File: config.mk
export PLATFORM = sky130hd
export DESIGN_NAME = bemicro_cva9_key_reader
export DESIGN_NICKNAME = d
export VERILOG_FILES = /design/src/rtl/bemicro_cva9_key_reader.sv
export SDC_FILE = /design/constraint.sdc
export NUM_CORES = 1
export LEC_CHECK = 0
export CAP_MARGIN = 25
export CORE_UTILIZATION = 61
export CTS_CLUSTER_DIAMETER = 60
export DETAILED_ROUTE_END_ITERATION = 8
export PLACE_DENSITY = 0.82
export SLEW_MARGIN = 25
export SYNTH_ARGS = -nofsm -noshare
export SYNTH_HDL_FRONTEND = slang
export SYNTH_SLANG_ARGS = --single-unit
File: constraint.sdc
create_clock -name CLK_24MHZ -period 2.9 [get_ports CLK_24MHZ]
set_input_delay 0.58 -clock CLK_24MHZ [delete_from_list [all_inputs] [get_ports CLK_24MHZ]]
set_output_delay 0.58 -clock CLK_24MHZ [all_outputs]
set_load 0.01 [all_outputs]
File: src/rtl/bemicro_cva9_key_reader.sv
// Push-button front end: two-flop synchronizer, per-key debounce FSM,
// registered level / press / release outputs and a key-0 press counter.
module bemicro_cva9_key_reader #(
    parameter int NUM_KEYS        = 2,
    parameter int DEBOUNCE_CYCLES = 240000,
    parameter int CNT_WIDTH       = 18
) (
    input  logic                CLK_24MHZ,
    input  logic                RESET,
    input  logic [NUM_KEYS-1:0] KEY_N,
    output logic [NUM_KEYS-1:0] KEY_STATE,
    output logic [NUM_KEYS-1:0] KEY_PRESS,
    output logic [NUM_KEYS-1:0] KEY_RELEASE,
    output logic [7:0]          PRESS_COUNT
);

    typedef enum logic [1:0] {
        RELEASED    = 2'd0,
        PRESS_CHK   = 2'd1,
        PRESSED     = 2'd2,
        RELEASE_CHK = 2'd3
    } key_fsm_t;

    localparam logic [CNT_WIDTH-1:0] CNT_LAST = CNT_WIDTH'(DEBOUNCE_CYCLES - 1);

    logic [NUM_KEYS-1:0]  sync_meta;
    logic [NUM_KEYS-1:0]  sync_key_n;
    key_fsm_t             state_q [NUM_KEYS];
    key_fsm_t             state_d [NUM_KEYS];
    logic [CNT_WIDTH-1:0] cnt_q   [NUM_KEYS];
    logic [CNT_WIDTH-1:0] cnt_d   [NUM_KEYS];
    logic [NUM_KEYS-1:0]  key_state_d;
    logic [NUM_KEYS-1:0]  key_press_d;
    logic [NUM_KEYS-1:0]  key_release_d;
    logic [7:0]           press_count_d;

    always_comb begin
        for (int i = 0; i < NUM_KEYS; i++) begin
            state_d[i]       = state_q[i];
            cnt_d[i]         = cnt_q[i];
            key_press_d[i]   = 1'b0;
            key_release_d[i] = 1'b0;
            unique case (state_q[i])
                RELEASED: begin
                    if (!sync_key_n[i]) begin
                        state_d[i] = PRESS_CHK;
                        cnt_d[i]   = '0;
                    end
                end
                PRESS_CHK: begin
                    if (sync_key_n[i]) begin
                        state_d[i] = RELEASED;
                        cnt_d[i]   = '0;
                    end else if (cnt_q[i] == CNT_LAST) begin
                        state_d[i]     = PRESSED;
                        cnt_d[i]       = '0;
                        key_press_d[i] = 1'b1;
                    end else begin
                        cnt_d[i] = cnt_q[i] + 1'b1;
                    end
                end
                PRESSED: begin
                    if (sync_key_n[i]) begin
                        state_d[i] = RELEASE_CHK;
                        cnt_d[i]   = '0;
                    end
                end
                RELEASE_CHK: begin
                    if (!sync_key_n[i]) begin
                        state_d[i] = PRESSED;
                        cnt_d[i]   = '0;
                    end else if (cnt_q[i] == CNT_LAST) begin
                        state_d[i]       = RELEASED;
                        cnt_d[i]         = '0;
                        key_release_d[i] = 1'b1;
                    end else begin
                        cnt_d[i] = cnt_q[i] + 1'b1;
                    end
                end
                default: begin
                    state_d[i] = RELEASED;
                    cnt_d[i]   = '0;
                end
            endcase
            // Level output tracks the state being entered so it rises with the press pulse.
            key_state_d[i] = (state_d[i] == PRESSED) || (state_d[i] == RELEASE_CHK);
        end
        press_count_d = PRESS_COUNT + 8'(key_press_d[0]);
    end

    always_ff @(posedge CLK_24MHZ) begin
        if (RESET) begin
            sync_meta   <= '1;
            sync_key_n  <= '1;
            KEY_STATE   <= '0;
            KEY_PRESS   <= '0;
            KEY_RELEASE <= '0;
            PRESS_COUNT <= '0;
            for (int i = 0; i < NUM_KEYS; i++) begin
                state_q[i] <= RELEASED;
                cnt_q[i]   <= '0;
            end
        end else begin
            sync_meta   <= KEY_N;
            sync_key_n  <= sync_meta;
            KEY_STATE   <= key_state_d;
            KEY_PRESS   <= key_press_d;
            KEY_RELEASE <= key_release_d;
            PRESS_COUNT <= press_count_d;
            for (int i = 0; i < NUM_KEYS; i++) begin
                state_q[i] <= state_d[i];
                cnt_q[i]   <= cnt_d[i];
            end
        end
    end

endmodule
### After elaboration in Yosys (flattened, before gate mapping)

Memory sizes are Yosys's and may differ from the RTL's.
Index checks and enable logic that the tools add are counted.

| operators by class | value |
|---|---|
| equal/unequal tests | 12 |
| bitwise operators | 9 |
| add/sub/neg operators | 3 |
| reductions and logical operators | 7 |
| mux-type cells | 37 |

Operators by type and width:

| cell | number |
|---|---|
| $mux 18 | 12 |
| $pmux 18 s4 | 2 |
| $add 18x1->18 const B | 2 |
| $eq 18x18->1 const B | 2 |
| $mux 2 | 14 |
| $eq 2x2->1 const B | 8 |
| $pmux 2 s4 | 2 |
| $reduce_or 3->1 | 3 |
| $add 8x1->8 | 1 |
| $mux 1 | 7 |
| $not 1->1 | 5 |
| $eq 2x1->1 const B | 2 |
| $logic_not 2->1 | 2 |
| $or 1x1->1 | 4 |
| $logic_or 1x1->1 | 2 |

| storage, ports and cells | value |
|---|---|
| output and inout port bits | 14 |
| memories | 2 |
| memory bits (writable) | 40 |
| bits in registers | 18 |
| input bits | 4 |
| word-level logic and storage cells | 78 |

Memories:

| memory | depth | width | rd ports | clocked after Yosys merged registers in | wr ports | RTL line | text |
|---|---|---|---|---|---|---|---|
| cnt_q | 2 | 18 | 2 | 0 | 2 | 30 | `logic [CNT_WIDTH-1:0] cnt_q [NUM_KEYS];` |
| state_q | 2 | 2 | 2 | 0 | 2 | 28 | `key_fsm_t state_q [NUM_KEYS];` |

### Longest topological paths before layout

Gate-level depths: netlist of run 1.

| depth | value |
|---|---|
| depth after elaboration | 6 |
| mapped depth | 9 |
| mapped depth without buffers | 9 |

### Worst setup path before layout of run 1

Ideal clock, no wire load.

| timing | value |
|---|---|
| path kind | register to register |
| start point | register, netlist name KEY_STATE[0] |
| end point | memory cnt_q[0][17] |
| data arrival time | 1.867 ns |
| setup time | 0.066 ns |
| period minus slack after synthesis | 1.933 ns |
| data required time | 2.834 ns |
| path buffers | 0 |
| slack | 0.967 ns |
| stages on the path, launching flop included | 8 |
| cells stage by stage | dfxtp_1 > inv_1 > ha_1 > nor2_2 > a2111oi_4 > nand4_2 > or3_1 > a21oi_2 |

RTL lines:

| element | RTL line |
|---|---|
| end: declaration | 30 |

==> results of run 1 <==
## layout make-up
cell class / instances / area (µm²) / share of cell area [%]
Inverter: 8 / 30.03 / 0.9302
Sequential cell: 56 / 1121 / 34.73
Multi-Input combinational cell: 274 / 1715 / 53.14
Clock inverter: 2 / 12.51 / 0.3876
Timing Repair Buffer: 23 / 215.2 / 6.667
Tap cell: 52 / 65.06 / 2.016
Clock buffer: 5 / 68.82 / 2.132
## cells in the final DEF, fill, tap and decap left out, types with 7 or more instances in the layout
cell type and n:
dfxtp_1 56, xor2_1 13, nor3_1 13, nand4_1 16, inv_1 7, a31oi_1 11
clkdlybuf4s50_1 17, nor2_1 41, a21oi_1 11, nor2b_1 7, nand2_1 38, ha_1 12
nand3_1 29
## worst paths after layout
check | startpoint | end | slack [ns] | depth (start not counted)
worst max-delay path | state_q[0][3]$_SDFF_PP0_ | cnt_q[0][29]$_SDFFE_PP0P_ | 0.68 | 8
worst min register to register | sync_meta[0]$_SDFF_PP1_ | sync_key_n[0]$_SDFF_PP1_ | 0.41 | 1
worst max register to register | state_q[0][3]$_SDFF_PP0_ | cnt_q[0][29]$_SDFFE_PP0P_ | 0.68 | 8
worst min-delay path | sync_meta[0]$_SDFF_PP1_ | sync_key_n[0]$_SDFF_PP1_ | 0.41 | 1
## layer usage
layer	share of wire, %	GRT usage (%)	vias to the layer above
li1	-	-	1293
met1	45	30.09	1175
met2	50	41.09	75
met3	3.5	5.204	13
met4	1.8	10.68	0
met5	0	0	-
## state kept, by name, indices dropped and copies added, names as in the netlist
signal	cells
KEY_STATE	1
state_q	3
PRESS_COUNT	8
KEY_RELEASE	2
KEY_PRESS	2
sync_key_n	2
sync_meta	2
cnt_q	36
## cell usage after synthesis, types with 3 or more instances
| library cell | instances | area [µm²] |
|---|---|---|
| clkbuf_1 | 13 | 48.80 |
| nand3b_1 | 3 | 22.52 |
| nand4_1 | 16 | 100.1 |
| o21ai_0 | 5 | 25.02 |
| nor4bb_1 | 4 | 40.04 |
| a21oi_1 | 11 | 55.05 |
| o21ai_1 | 4 | 20.02 |
| ha_1 | 12 | 150.1 |
| nand2_1 | 38 | 142.6 |
| inv_1 | 7 | 26.28 |
| a31oi_1 | 11 | 68.82 |
| and3_1 | 6 | 37.54 |
| nor2b_1 | 7 | 43.79 |
| nor3_1 | 13 | 65.06 |
| buf_2 | 5 | 25.02 |
| nor2_1 | 41 | 153.9 |
| xnor2_1 | 6 | 52.55 |
| nand3_1 | 29 | 145.1 |
| dfxtp_1 | 56 | 1121 |
| or2_2 | 6 | 37.54 |
| xor2_1 | 13 | 113.9 |
| nor3b_1 | 3 | 22.52 |
| and4_1 | 3 | 26.28 |
## kinds of logic after synthesis
kind of cell | count (synthesis) | share of synthesized area (%)
and+or+nand+nor | 190 | 34.46
DFF | 56 | 37.93
AOI/OAI and AO/OA | 51 | 12.19
buffers and inverters | 28 | 4.022
xor gates and xnor gates | 19 | 5.631
adders and majority gates | 12 | 5.080
muxes | 2 | 0.6774
## metrics by stage
stage | total power [mW] | std cells
after floorplan | 1.243 | 358
after global placement | 1.355 | 413
after detailed placement | 1.366 | 413
after CTS | 1.774 | 420
after global routing | 1.863 | 420
final | 1.757 | 420
## power groups by stage
stage	Sequential [mW]	Clock, mW	Combinational, mW
after floorplan	0.830	0	0.412
after global placement	0.835	0	0.520
after detailed placement	0.838	0	0.528
after CTS	0.819	0.422	0.532
after global routing	0.826	0.454	0.583
final	0.819	0.406	0.532
==> metrics.cfg, run 1 <==
[logic_synthesis]
yosysWarningCount = 0
async_flop_share_pct = 0
syn_area_per_cell_um2 = 8.255
mappedNetlistNets = 374
synth_cell_types = 57
synth_seq_area_share_pct = 37.93
syn_inst = 358
synth_area_um2 = 2955
synth_flop_cell = dfxtp_1
ys_ff_latch = 56
synth_edf_count = 0

[layout]
design_area_um2 = 3228
fillers = 336
num_antenna_cells = 0
nNetsFinal = 384
drive_gt1_share_pct = 7.880
postLayoutCoreUtil_pct = 71.67
syn_to_final_growth_pct = 9.230

[drt]
vias_per_cell = 6.086
drc = 0
vias = 2556
drt_iter0_drc = 151
wire_per_inst_um = 14.09
wl_mm = 5.917
drtAntennaViolNets = 0
drt_pass1_iterations = 4

[placement]
post-place-ws_ns = 0.7030
postPlaceCellArea_um2 = 3147
place_hpwl_mm = 4.102
numPortBuffers = 17
globalplace.congestion = 0.9137

[worst_setup_path]
crit_arrival_ns = 2.44
cp-start-kind = flop
crit_path_max_incr_delay_ns = 0.70
path_max_fanout = 24
crit_family = compound AO/OA/AOI/OAI gates
required_ns = 3.12
worstSetupPathType = flop to flop
crit_buf_inv = 2
cp_cell_sequence = inv_1 -> ha_1 -> nand2b_1 -> a21boi_1 -> buf_4 -> a21oi_2 -> nand2_1 -> o311ai_1
critPathSlowestCell = a21oi_2
end_kind = flop

[hold_path]
hold_class = flop to flop

[timing]
timing.fmax_ghz = 0.4506
rsz0062_at_grt = false
slew_headroom_pct = 35.68
tightest_slew_ns = 0.9647
skew_ns = 0.01067
post-route-period-util_pct = 76.53
finalSetupViolCount = 0
holdWs_ns = 0.4145
layout_min_cycle_time_ns = 2.219
hold_viol_final = 0
drv_slew = 0
finalSetupTns_ns = 0
setup_ws_ns = 0.6807

[pwr]
p_clk_share_pct = 23.1
peakVddDrop_uv = 519.2
switching_share_pct = 35.00
power_frac_seq_pct = 46.6
intPower_mw = 1.142
leakage_nw = 1.125
switchingPower_mw = 0.6150
pwr-share-comb_pct = 30.3
p_per_area_nw_per_um2 = 544.4

[floorplanning]
die_x_um = 71.61
rows = 24
die-area_um2 = 5127
initial_utilization_pct = 65.61
ios = 18
core_area_um2 = 4504
die_height_um = 71.61

[cts]
clkTransAtPathRegs_ns = 0.09
cts.sinks = 56
cts_hold_buffers = 0
cts_setup_buffers = 0
tritoncts = done
numCtsBuffers = 5
cts_buffer_depth = 2
clock_latency_ns = 0.31
cts-root-buf = clkbuf_8
cts_htree_levels = 2
cts_resized = 0

[grt]
grt_max_degree = 28
first_global_vias = 2344
overflow = 0
antenna_found_initial = 0
grt_usage_pct = 24.40
grt_first_pass_wirelength_mm = 10.08

[job]
drv_cap = 0

[status]
status = finished clean

Note: power is estimated with default switching activity, not from simulation.
==> inputs of run 2 (changes only) <==
--- a/config.mk
+++ b/config.mk
@@ -6,10 +6,10 @@
 export NUM_CORES = 1
 export LEC_CHECK = 0
 export CAP_MARGIN = 25
-export CORE_UTILIZATION = 61
+export CORE_UTILIZATION = 53
 export CTS_CLUSTER_DIAMETER = 60
 export DETAILED_ROUTE_END_ITERATION = 8
-export PLACE_DENSITY = 0.82
+export PLACE_DENSITY = 0.75
 export SLEW_MARGIN = 25
 export SYNTH_ARGS = -nofsm -noshare
 export SYNTH_HDL_FRONTEND = slang
==> constraint.sdc (replaced) <==
create_clock -name CLK_24MHZ -period 1.8 [get_ports CLK_24MHZ]
set_input_delay 0.36 -clock CLK_24MHZ [delete_from_list [all_inputs] [get_ports CLK_24MHZ]]
set_output_delay 0.36 -clock CLK_24MHZ [all_outputs]
set_load 0.01 [all_outputs]
==> run 2 against run 1 <==
  * The run now ends with setup timing left
  * Total power rose by 84%
  * Sequential share of layout area is 5.5 points lower
  * Non-clock buffer count increased by 59
  * First-iteration DRC count grew 38%
  * Cell count rose by 19%
  * Core utilization up 2.3 points
  * Combinational power up 120%
  * Register-to-register slack worse by 0.77 ns
  * Critical path depth grew 1
  * Clock power grew 82%
  * Via count is 13% higher
  * Sequential power grew 64%
==> metrics.cfg, run 2 (synthesis gave the netlist of run 1 again) <==
[status]
status = finished with violations
violations = setup timing

[cts]
cts.sinks = 56
clkTransAtPathRegs_ns = 0.11
numCtsBuffers = 5
cts_buffer_depth = 2
cts_hold_buffers = 0
cts-root-buf = clkbuf_8
clock_latency_ns = 0.31
tritoncts = done
cts_htree_levels = 2

[timing]
skew_ns = 0.006502
post-route-period-util_pct = 105.1
hold_viol_final = 0
slew_headroom_pct = 77.39
drv_slew = 0
tightest_slew_ns = 0.3391
layout_min_cycle_time_ns = 1.893
rsz0062_at_grt = true
finalSetupViolCount = 6
setup_ws_ns = -0.09270
timing.fmax_ghz = 0.5283

[floorplanning]
die_height_um = 76.68
die_x_um = 76.68
rows = 26
initial_utilization_pct = 56.43
die-area_um2 = 5879
ios = 18
core_area_um2 = 5238

[drt]
wl_mm = 7.200
drtAntennaViolNets = 0
wire_per_inst_um = 14.46
drt_pass1_iterations = 4
vias = 2887
vias_per_cell = 5.797
drc = 0
drt_iter0_drc = 208

[hold_path]
holdPathStages = 1
hp-start = sync_meta[0]$_SDFF_PP1_
hold_class = flop to flop
hold_end = sync_key_n[0]$_SDFF_PP1_

[worst_setup_path]
crit_path_max_incr_delay_ns = 0.33
worstSetupPathType = flop to flop
crit_arrival_ns = 2.11
timing.rr.start = cnt_q[0][14]$_SDFFE_PP0P_
required_ns = 2.02
end_kind = flop
ff2ff_path_depth = 9
r2r_slack_ns = -0.09
cp_cell_sequence = nand4bb_4 -> nor4b_4 -> nand3_2 -> nor2_2 -> ha_2 -> and3_4 -> nand3_2 -> xor2_1 -> nor2_1
r2r-end = PRESS_COUNT[5]$_SDFF_PP0_
critical-path-top-cell-by-count = nand3_2
path_max_fanout = 3
cp-start-kind = flop
critPathSlowestCell = dfxtp_2

[layout]
largest_reg_flops = 36
num_antenna_cells = 0
syn_to_final_growth_pct = 31.08
drive_gt1_share_pct = 27.10
postLayoutCoreUtil_pct = 73.96
final_cell_mix = 62 x buf_4, 50 x dfxtp_1, 40 x nor2_1
nNetsFinal = 443
top_regs = cnt_q: 36 flops, PRESS_COUNT: 8 flops, state_q: 3 flops
instances_no_fill = 498
regMostFlops = cnt_q
layout_commonest_cell = buf_4

[pwr]
switchingPower_mw = 1.134
power_mw = 3.232
leakage_nw = 1.451
p_per_area_nw_per_um2 = 834.2
pwr-share-comb_pct = 35.8
peakVddDrop_uv = 653.8
power_frac_seq_pct = 41.4
p_clk_share_pct = 22.9
intPower_mw = 2.097
switching_share_pct = 35.10

[grt]
grt_usage_pct = 24.43
grt_max_degree = 20
antenna_found_initial = 0
first_global_vias = 2625
overflow = 0
grt_first_pass_wirelength_mm = 11.70

[placement]
place_hpwl_mm = 5.022
globalplace.congestion = 0.8878
numPortBuffers = 17
dp_cells = 486

[job]
drv_cap = 0

-- run 2: changes by cell type in the layout (fill, tap and decap cells not counted), moves of 3 or more --
cell / delta
buf_4: +56
dfxtp_2: +5
nand3_1: -4
dfxtp_1: -6
ha_1: -5
nand3_2: +4
ha_2: +3
-- run 2: critical path, delay by kind of cell (launching register included) --
kind,cells,cell delay [ns]
and+or+nand+nor,7,1.11
DFF,1,0.33
adders and majority gates,1,0.22
xor gates and xnor gates,1,0.14
-- run 2: what timing repair did --
action / 4_1_cts / 5_1_grt
resized for setup: 1 / 24
pin swaps: 1 / 4
cloned: 0 / 0
setup endpoints to repair: 16 / 42
buffers inserted: 2 / 3
-- run 2: worst max-delay path by stage --
| stage | startpoint | endpoint |
|---|---|---|
| finish | cnt_q[0][14]$_SDFFE_PP0P_ | PRESS_COUNT[5]$_SDFF_PP0_ |
| global route | cnt_q[0][17]$_SDFFE_PP0P_ | PRESS_COUNT[5]$_SDFF_PP0_ |
| CTS | cnt_q[0][14]$_SDFFE_PP0P_ | PRESS_COUNT[4]$_SDFF_PP0_ |
| detailed placement | KEY_STATE[0]$_SDFF_PP0_ | cnt_q[0][2]$_SDFFE_PP0P_ |
| global placement | KEY_STATE[0]$_SDFF_PP0_ | cnt_q[0][3]$_SDFFE_PP0P_ |
| floorplan | KEY_STATE[0]$_SDFF_PP0_ | cnt_q[0][17]$_SDFFE_PP0P_ |
-- run 2: final cells by class --
class	count	area, µm²
Multi-Input combinational cell	274	1848
Fill cell	392	1364
Sequential cell	56	1131
Timing Repair Buffer	82	678.2
Tap cell	70	87.58
Clock buffer	5	68.82
Inverter	8	32.53
Clock inverter	3	27.53
-- run 2: routing by layer --
| layer | wire, µm | track usage, % |
|---|---|---|
| met5 | 0 | 0 |
| met4 | 104 | 8.077 |
| met3 | 328 | 3.690 |
| met2 | 3507 | 40.09 |
| met1 | 3259 | 32.66 |
-- run 2: power by group through the flow --
stage	combinational (mW)	sequential, mW	clock, mW
CTS	1.09	1.33	0.759
detailed placement	1.08	1.36	0
finish	1.16	1.34	0.739
global route	1.26	1.34	0.804
floorplan	0.693	1.35	0
global placement	1.06	1.35	0
-- run 2: stage by stage --
step	hold slack [ns]	setup TNS, ns	worst slack (ns)	cell area, µm²
2_1_floorplan	0.3895	-0.03494	-0.02038	2984
4_1_cts	0.4225	-0.4752	-0.1222	3741
3_3_place_gp	0.3957	-0.05040	-0.03436	3623
3_5_place_dp	0.3953	-0.5581	-0.09158	3623
5_1_grt	0.4397	-1.364	-0.2193	3874
6_report	0.4230	-0.4174	-0.09270	3874
==> RTL change 1: new RTL, flow settings as in run 2 <==
Change the parameter `CNT_WIDTH` from 18 to 36.
--- a/src/rtl/bemicro_cva9_key_reader.sv
+++ b/src/rtl/bemicro_cva9_key_reader.sv
@@ -4,5 +4,5 @@
     parameter int NUM_KEYS        = 2,
     parameter int DEBOUNCE_CYCLES = 240000,
-    parameter int CNT_WIDTH       = 18
+    parameter int CNT_WIDTH       = 36
 ) (
     input  logic                CLK_24MHZ,
Function: same outputs for any inputs over 10 cycles, from zero or initial values and one cycle with RESET high; that may be too few to reach the edited logic, so the function may still have changed.
==> RTL change 1 against run 2 <==
  * Design area rose by 93%
  * Power rose by 97%
  * Critical endpoint is now cnt_q[0][6]$_SDFFE_PP0P_
  * Synthesized cell count rose by 51%
  * Routed wire length grew to 3.6 times the old value
  * Via count grew 110%
  * Setup slack got worse by 0.96 ns
  * Area after synthesis grew 55%
  * Sequential cell count rose by 38
  * Non-clock buffer count up 109
  * Utilization rose by 16 points
  * The run ends with DRC, setup timing left
  * Clock power is 130% higher
==> RTL change 1: results (changes against run 2) <==
- Run status: complete, but fails checks (unchanged)
- Violated checks: DRC, setup timing (was setup timing)
- Number of setup violations in the final report: 91 (was 6)
- Number of buffers inserted during clock tree synthesis: 9 (was 5)
- Synthesized-area fraction occupied by adder cells: 0.03280 (was 0.05080)
- Placed Cells: 763 (was 486)
- Final routed DRC violation total: 2 (was 0)
- Number of distinct library cell variants in the gate-level netlist after synthesis: 41 (was 57)
- Registers with the most flip-flops: cnt_q: 72 flops, PRESS_COUNT: 8 flops, state_q: 4 flops (was cnt_q: 36 flops, PRESS_COUNT: 8 flops, state_q: 3 flops)
- CP Data Arrival Time: 3.15 ns (was 2.11 ns)
- Leading post-synthesis cells by cell area: dfxtp_1 (41%), xnor2_1 (10%), nor2_1 (6.3%) (was dfxtp_1 (38%), nor2_1 (5.2%), ha_1 (5.1%))
- Vias in the first global route: 5446 (was 2625)
- Fraction of synthesized area in multiplexers: 0.007108 (was 0.006774)
- Aggregate routed wire length: 25680 µm (was 7200 µm)
- Post-synth top area share: 0.4112 (was 0.3793)
- Crit-path max FO: 4 (was 3)
- Worst Setup Slack post-DPL: -0.8086 ns (was -0.09158 ns)
- Routed WL per cell: 31.02 µm (was 14.46 µm)
- Peak supply drop: 0.7997 mV (was 0.6538 mV)
- Mapped Avg Cell Area: 8.460 µm² (was 8.255 µm²)
- Drt initial violations: 1303 (was 208)
- Final critical-path setup slack: -1.058 ns (was -0.09270 ns)
- Overall fraction of global-route tracks in use: 0.4295 (was 0.2443)
- First-pass GRT wire length: 28670 µm (was 11700 µm)
- Fraction of synthesized cell area in xor and xnor cells: 0.1167 (was 0.05631)
- Clock latency of the later-clocked register in the worst-skew pair: 0.40 ns (was 0.31 ns)
- Half-perimeter wire length after detailed placement: 7871 µm (was 5022 µm)
[RTL change 1: changes by cell type after synthesis, moves of 10 or more]
cell     before  now
dfxtp_1      56   94
xnor2_1       6   53
a31oi_1      11    0
nor2_1       41   77
nor4_1        1   32
or3_1         2   12
[RTL change 1: cell type report]
class                      count  area (µm²)
multi-input combinational    405        3284
sequential                    94        1907
timing repair buffer         191        1851
fill                         257       835.8
clock buffer                  10       137.6
tap                          105       131.4
clock inverter                 6       85.08
inverter                      16       65.06
antenna                        1       2.502
[RTL change 1: report_power, final]
part	total, mW	switching, mW	internal (mW)
combinational	2.42	1.20	1.22
sequential	2.23	0.0841	2.15
clock	1.70	0.883	0.817
[RTL change 1: path summary, 6_finish.rpt]
kind	from	to	slack, ns	depth (start not counted)
max	state_q[0][0]$_SDFF_PP0_	cnt_q[0][6]$_SDFFE_PP0P_	-1.06	12
min	sync_meta[0]$_SDFF_PP1_	sync_key_n[0]$_SDFF_PP1_	0.47	1
max reg2reg	state_q[0][0]$_SDFF_PP0_	cnt_q[0][6]$_SDFFE_PP0P_	-1.06	12
min reg2reg	sync_meta[0]$_SDFF_PP1_	sync_key_n[0]$_SDFF_PP1_	0.47	1
[RTL change 1: timing repair]
item                                    CTS  global route
gates cloned                              9             0
pin swaps                                30            22
gates resized for setup                 126            81
endpoints found under the setup margin   88            91
setup buffers                            33             8
[RTL change 1: worst register-to-register path: stages, from the launching register on]
cell     delay [ns]
dfxtp_1        0.39
inv_1          0.12
ha_1           0.33
or3b_2         0.50
buf_4          0.17
and2_1         0.18
nor2_1         0.20
a21oi_4        0.06
buf_4          0.15
buf_8          0.14
buf_6          0.13
buf_16         0.14
nor2_2         0.25
[RTL change 1: cell families after synthesis]
group	Yosys count
flops	94
simple gates	278
mux	3
compound gates	51
fa+ha+maj	12
buf+inv	42
xor+xnor	61
[RTL change 1: stage by stage]
step | TNS (ns) | power, mW
after floorplan | -24.06 | 2.897
after global placement | -27.60 | 3.193
after detailed placement | -28.98 | 3.226
after CTS | -31.36 | 5.692
after global routing | -89.17 | 6.412
final | -69.48 | 6.354
[RTL change 1: per-layer routing]
layer | up-vias | track usage | wire [µm]
li1 | 2273 | - | -
met1 | 2760 | 0.4727 | 7948
met2 | 778 | 0.6841 | 10270
met3 | 360 | 0.1481 | 4234
met4 | 4 | 0.3157 | 3139
met5 | - | 0 | 88
==> RTL change 2: new RTL, flow settings as in run 2 <==
Without the edit above. Register the output `KEY_RELEASE` once more, cleared by the reset; this adds one clock of latency there. The other outputs are not delayed to match.
--- a/src/rtl/bemicro_cva9_key_reader.sv
+++ b/src/rtl/bemicro_cva9_key_reader.sv
@@ -23,4 +23,6 @@
 
     localparam logic [CNT_WIDTH-1:0] CNT_LAST = CNT_WIDTH'(DEBOUNCE_CYCLES - 1);
+
+    logic [NUM_KEYS-1:0] KEY_RELEASE_s0;
 
     logic [NUM_KEYS-1:0]  sync_meta;
@@ -95,5 +97,5 @@
             KEY_STATE   <= '0;
             KEY_PRESS   <= '0;
-            KEY_RELEASE <= '0;
+            KEY_RELEASE_s0 <= '0;
             PRESS_COUNT <= '0;
             for (int i = 0; i < NUM_KEYS; i++) begin
@@ -106,5 +108,5 @@
             KEY_STATE   <= key_state_d;
             KEY_PRESS   <= key_press_d;
-            KEY_RELEASE <= key_release_d;
+            KEY_RELEASE_s0 <= key_release_d;
             PRESS_COUNT <= press_count_d;
             for (int i = 0; i < NUM_KEYS; i++) begin
@@ -115,3 +117,11 @@
     end
 
+    always_ff @(posedge CLK_24MHZ) begin
+        if (RESET) begin
+            KEY_RELEASE <= '0;
+        end else begin
+            KEY_RELEASE <= KEY_RELEASE_s0;
+        end
+    end
+
 endmodule
Function: no difference found for any inputs over 10 cycles, from zero or initial values and one cycle with RESET high; that may be too few to reach the edited logic, so the function may still have changed.
==> RTL change 2 against run 2 <==
  * The run still ends with setup timing left
  * Design area is 17% higher
  * Area after synthesis grew 1.9%
  * Sequential cell count increased by 2
  * Setup slack worse by 0.29 ns
  * Routed wire length up 42%
  * Cell count up 9.4%
  * Non-clock buffer count increased by 28
  * Power grew 31%
  * Critical endpoint is now PRESS_COUNT[4]$_SDFF_PP0_
  * Largest power group is now combinational logic
==> RTL change 2: results (changes against run 2) <==
- Gate count after technology mapping: 362 (was 358)
- Buffer count from post-CTS setup fixing: 10 (was 2)
- End of the worst hold path: sync_key_n[1]$_SDFF_PP1_ (was sync_key_n[0]$_SDFF_PP1_)
- Post-layout total power: 4.223 mW (was 3.232 mW)
- Placed Cells: 508 (was 486)
- Fraction of synthesized area in multiplexers: 0.02534 (was 0.006774)
- Worst-Margin Slew: 0.4268 ns (was 0.3391 ns)
- Cells resized by post-CTS repair: 45 (was 1)
- Vias after detailed routing: 3304 (was 2887)
- Power of the clock network: 1.25 mW (was 0.739 mW)
- Total iterations of the first detailed-routing run: 5 (was 4)
- Number of distinct library cell variants in the gate-level netlist after synthesis: 53 (was 57)
- CTS H-tree lvls: 3 (was 2)
- Run status: complete, but fails checks (unchanged)
- First-pass GRT wire length: 14090 µm (was 11700 µm)
- Final-layout worst hold slack: 0.4147 ns (was 0.4230 ns)
- Switching part of the total: 0.3266 (was 0.3510)
- Cell with the largest stage delay on the worst path: or4b_4 (was dfxtp_2)
- Vias in the first global route: 3004 (was 2625)
- Net count of the mapped netlist: 378 (was 374)
- Sequential area share after synthesis: 0.3855 (was 0.3793)
- Total leakage power: 1.716 nW (was 1.451 nW)
- Drt initial violations: 385 (was 208)
- GPL Wtd Cong: 0.8406 (was 0.8878)
- Compound-Gate Fraction of Synth Area: 0.1034 (was 0.1219)
- Number of buffers inserted during clock tree synthesis: 9 (was 5)
- Remaining max-slew budget at the tightest pin: 0.7133 (was 0.7739)
- Maximum number of pins on one net before global-route repair: 24 (was 20)
- Peak supply drop: 0.6864 mV (was 0.6538 mV)
- R2r worst-path depth: 10 (was 9)
- Reg2Reg Launch Point: cnt_q[0][7]$_SDFFE_PP0P_ (was cnt_q[0][14]$_SDFFE_PP0P_)
- R2r endpoint: PRESS_COUNT[4]$_SDFF_PP0_ (was PRESS_COUNT[5]$_SDFF_PP0_)
- Nets: 484 (was 443)
- CP Data Arrival Time: 2.41 ns (was 2.11 ns)
- Non-filler instance count after layout: 545 (was 498)
- Number of setup violations in the final report: 38 (was 6)
- Final critical-path setup slack: -0.3815 ns (was -0.09270 ns)
- Setup TNS: -7.002 ns (was -0.4174 ns)
- Count of buffers inserted at the top-level ports: 17 (unchanged)
- Worst-path clk slew: 0.07 ns (was 0.11 ns)
- Setup clock skew after layout: 0.008393 ns (was 0.006502 ns)
- Most used standard cells in the synthesized netlist: dfxtp_1 (58), nand2_1 (41), nor2_1 (37) (was dfxtp_1 (56), nor2_1 (41), nand2_1 (38))
- Routed WL per cell: 18.73 µm (was 14.46 µm)
- Hold_sp: sync_meta[1]$_SDFF_PP1_ (was sync_meta[0]$_SDFF_PP1_)
- Violated checks: setup timing (unchanged)
- Share of cells above drive strength 1: 0.3805 (was 0.2710)
[RTL change 2: final cells by class]
type / instances / area (µm²)
fill: 302 / 983.4
inverter: 10 / 40.04
timing repair buffer: 110 / 924.6
multi-input combinational: 279 / 2087
clock buffer: 14 / 162.7
clock inverter: 2 / 35.03
sequential: 58 / 1184
tap: 72 / 90.09
[RTL change 2: metrics by stage]
step / utilization / area (µm²)
2_1_floorplan: - / 3092
3_3_place_gp: 0.6908 / 3804
3_5_place_dp: 0.6908 / 3804
4_1_cts: 0.7810 / 4300
5_1_grt: 0.8214 / 4523
6_report: 0.8214 / 4523
[RTL change 2: how the worst max path moves through the flow]
stage | depth (start not counted) | slack (ns) | end | startpoint
3_3_place_gp | 9 | -0.21 | PRESS_COUNT[6]$_SDFF_PP0_ | cnt_q[0][10]$_SDFFE_PP0P_
2_1_floorplan | 10 | -0.27 | PRESS_COUNT[5]$_SDFF_PP0_ | cnt_q[0][7]$_SDFFE_PP0P_
5_1_grt | 10 | -0.49 | PRESS_COUNT[4]$_SDFF_PP0_ | cnt_q[0][7]$_SDFFE_PP0P_
6_report | 10 | -0.38 | PRESS_COUNT[4]$_SDFF_PP0_ | cnt_q[0][7]$_SDFFE_PP0P_
4_1_cts | 9 | -0.31 | PRESS_COUNT[5]$_SDFF_PP0_ | cnt_q[0][7]$_SDFFE_PP0P_
3_5_place_dp | 9 | -0.30 | PRESS_COUNT[5]$_SDFF_PP0_ | cnt_q[0][10]$_SDFFE_PP0P_
[RTL change 2: routing by layer]
metal,global-route usage,vias up,routed length (µm)
met2,0.4912,153,4988
met5,0,-,0
li1,-,1522,-
met4,0.1264,0,331
met1,0.3686,1585,4237
met3,0.07412,44,648
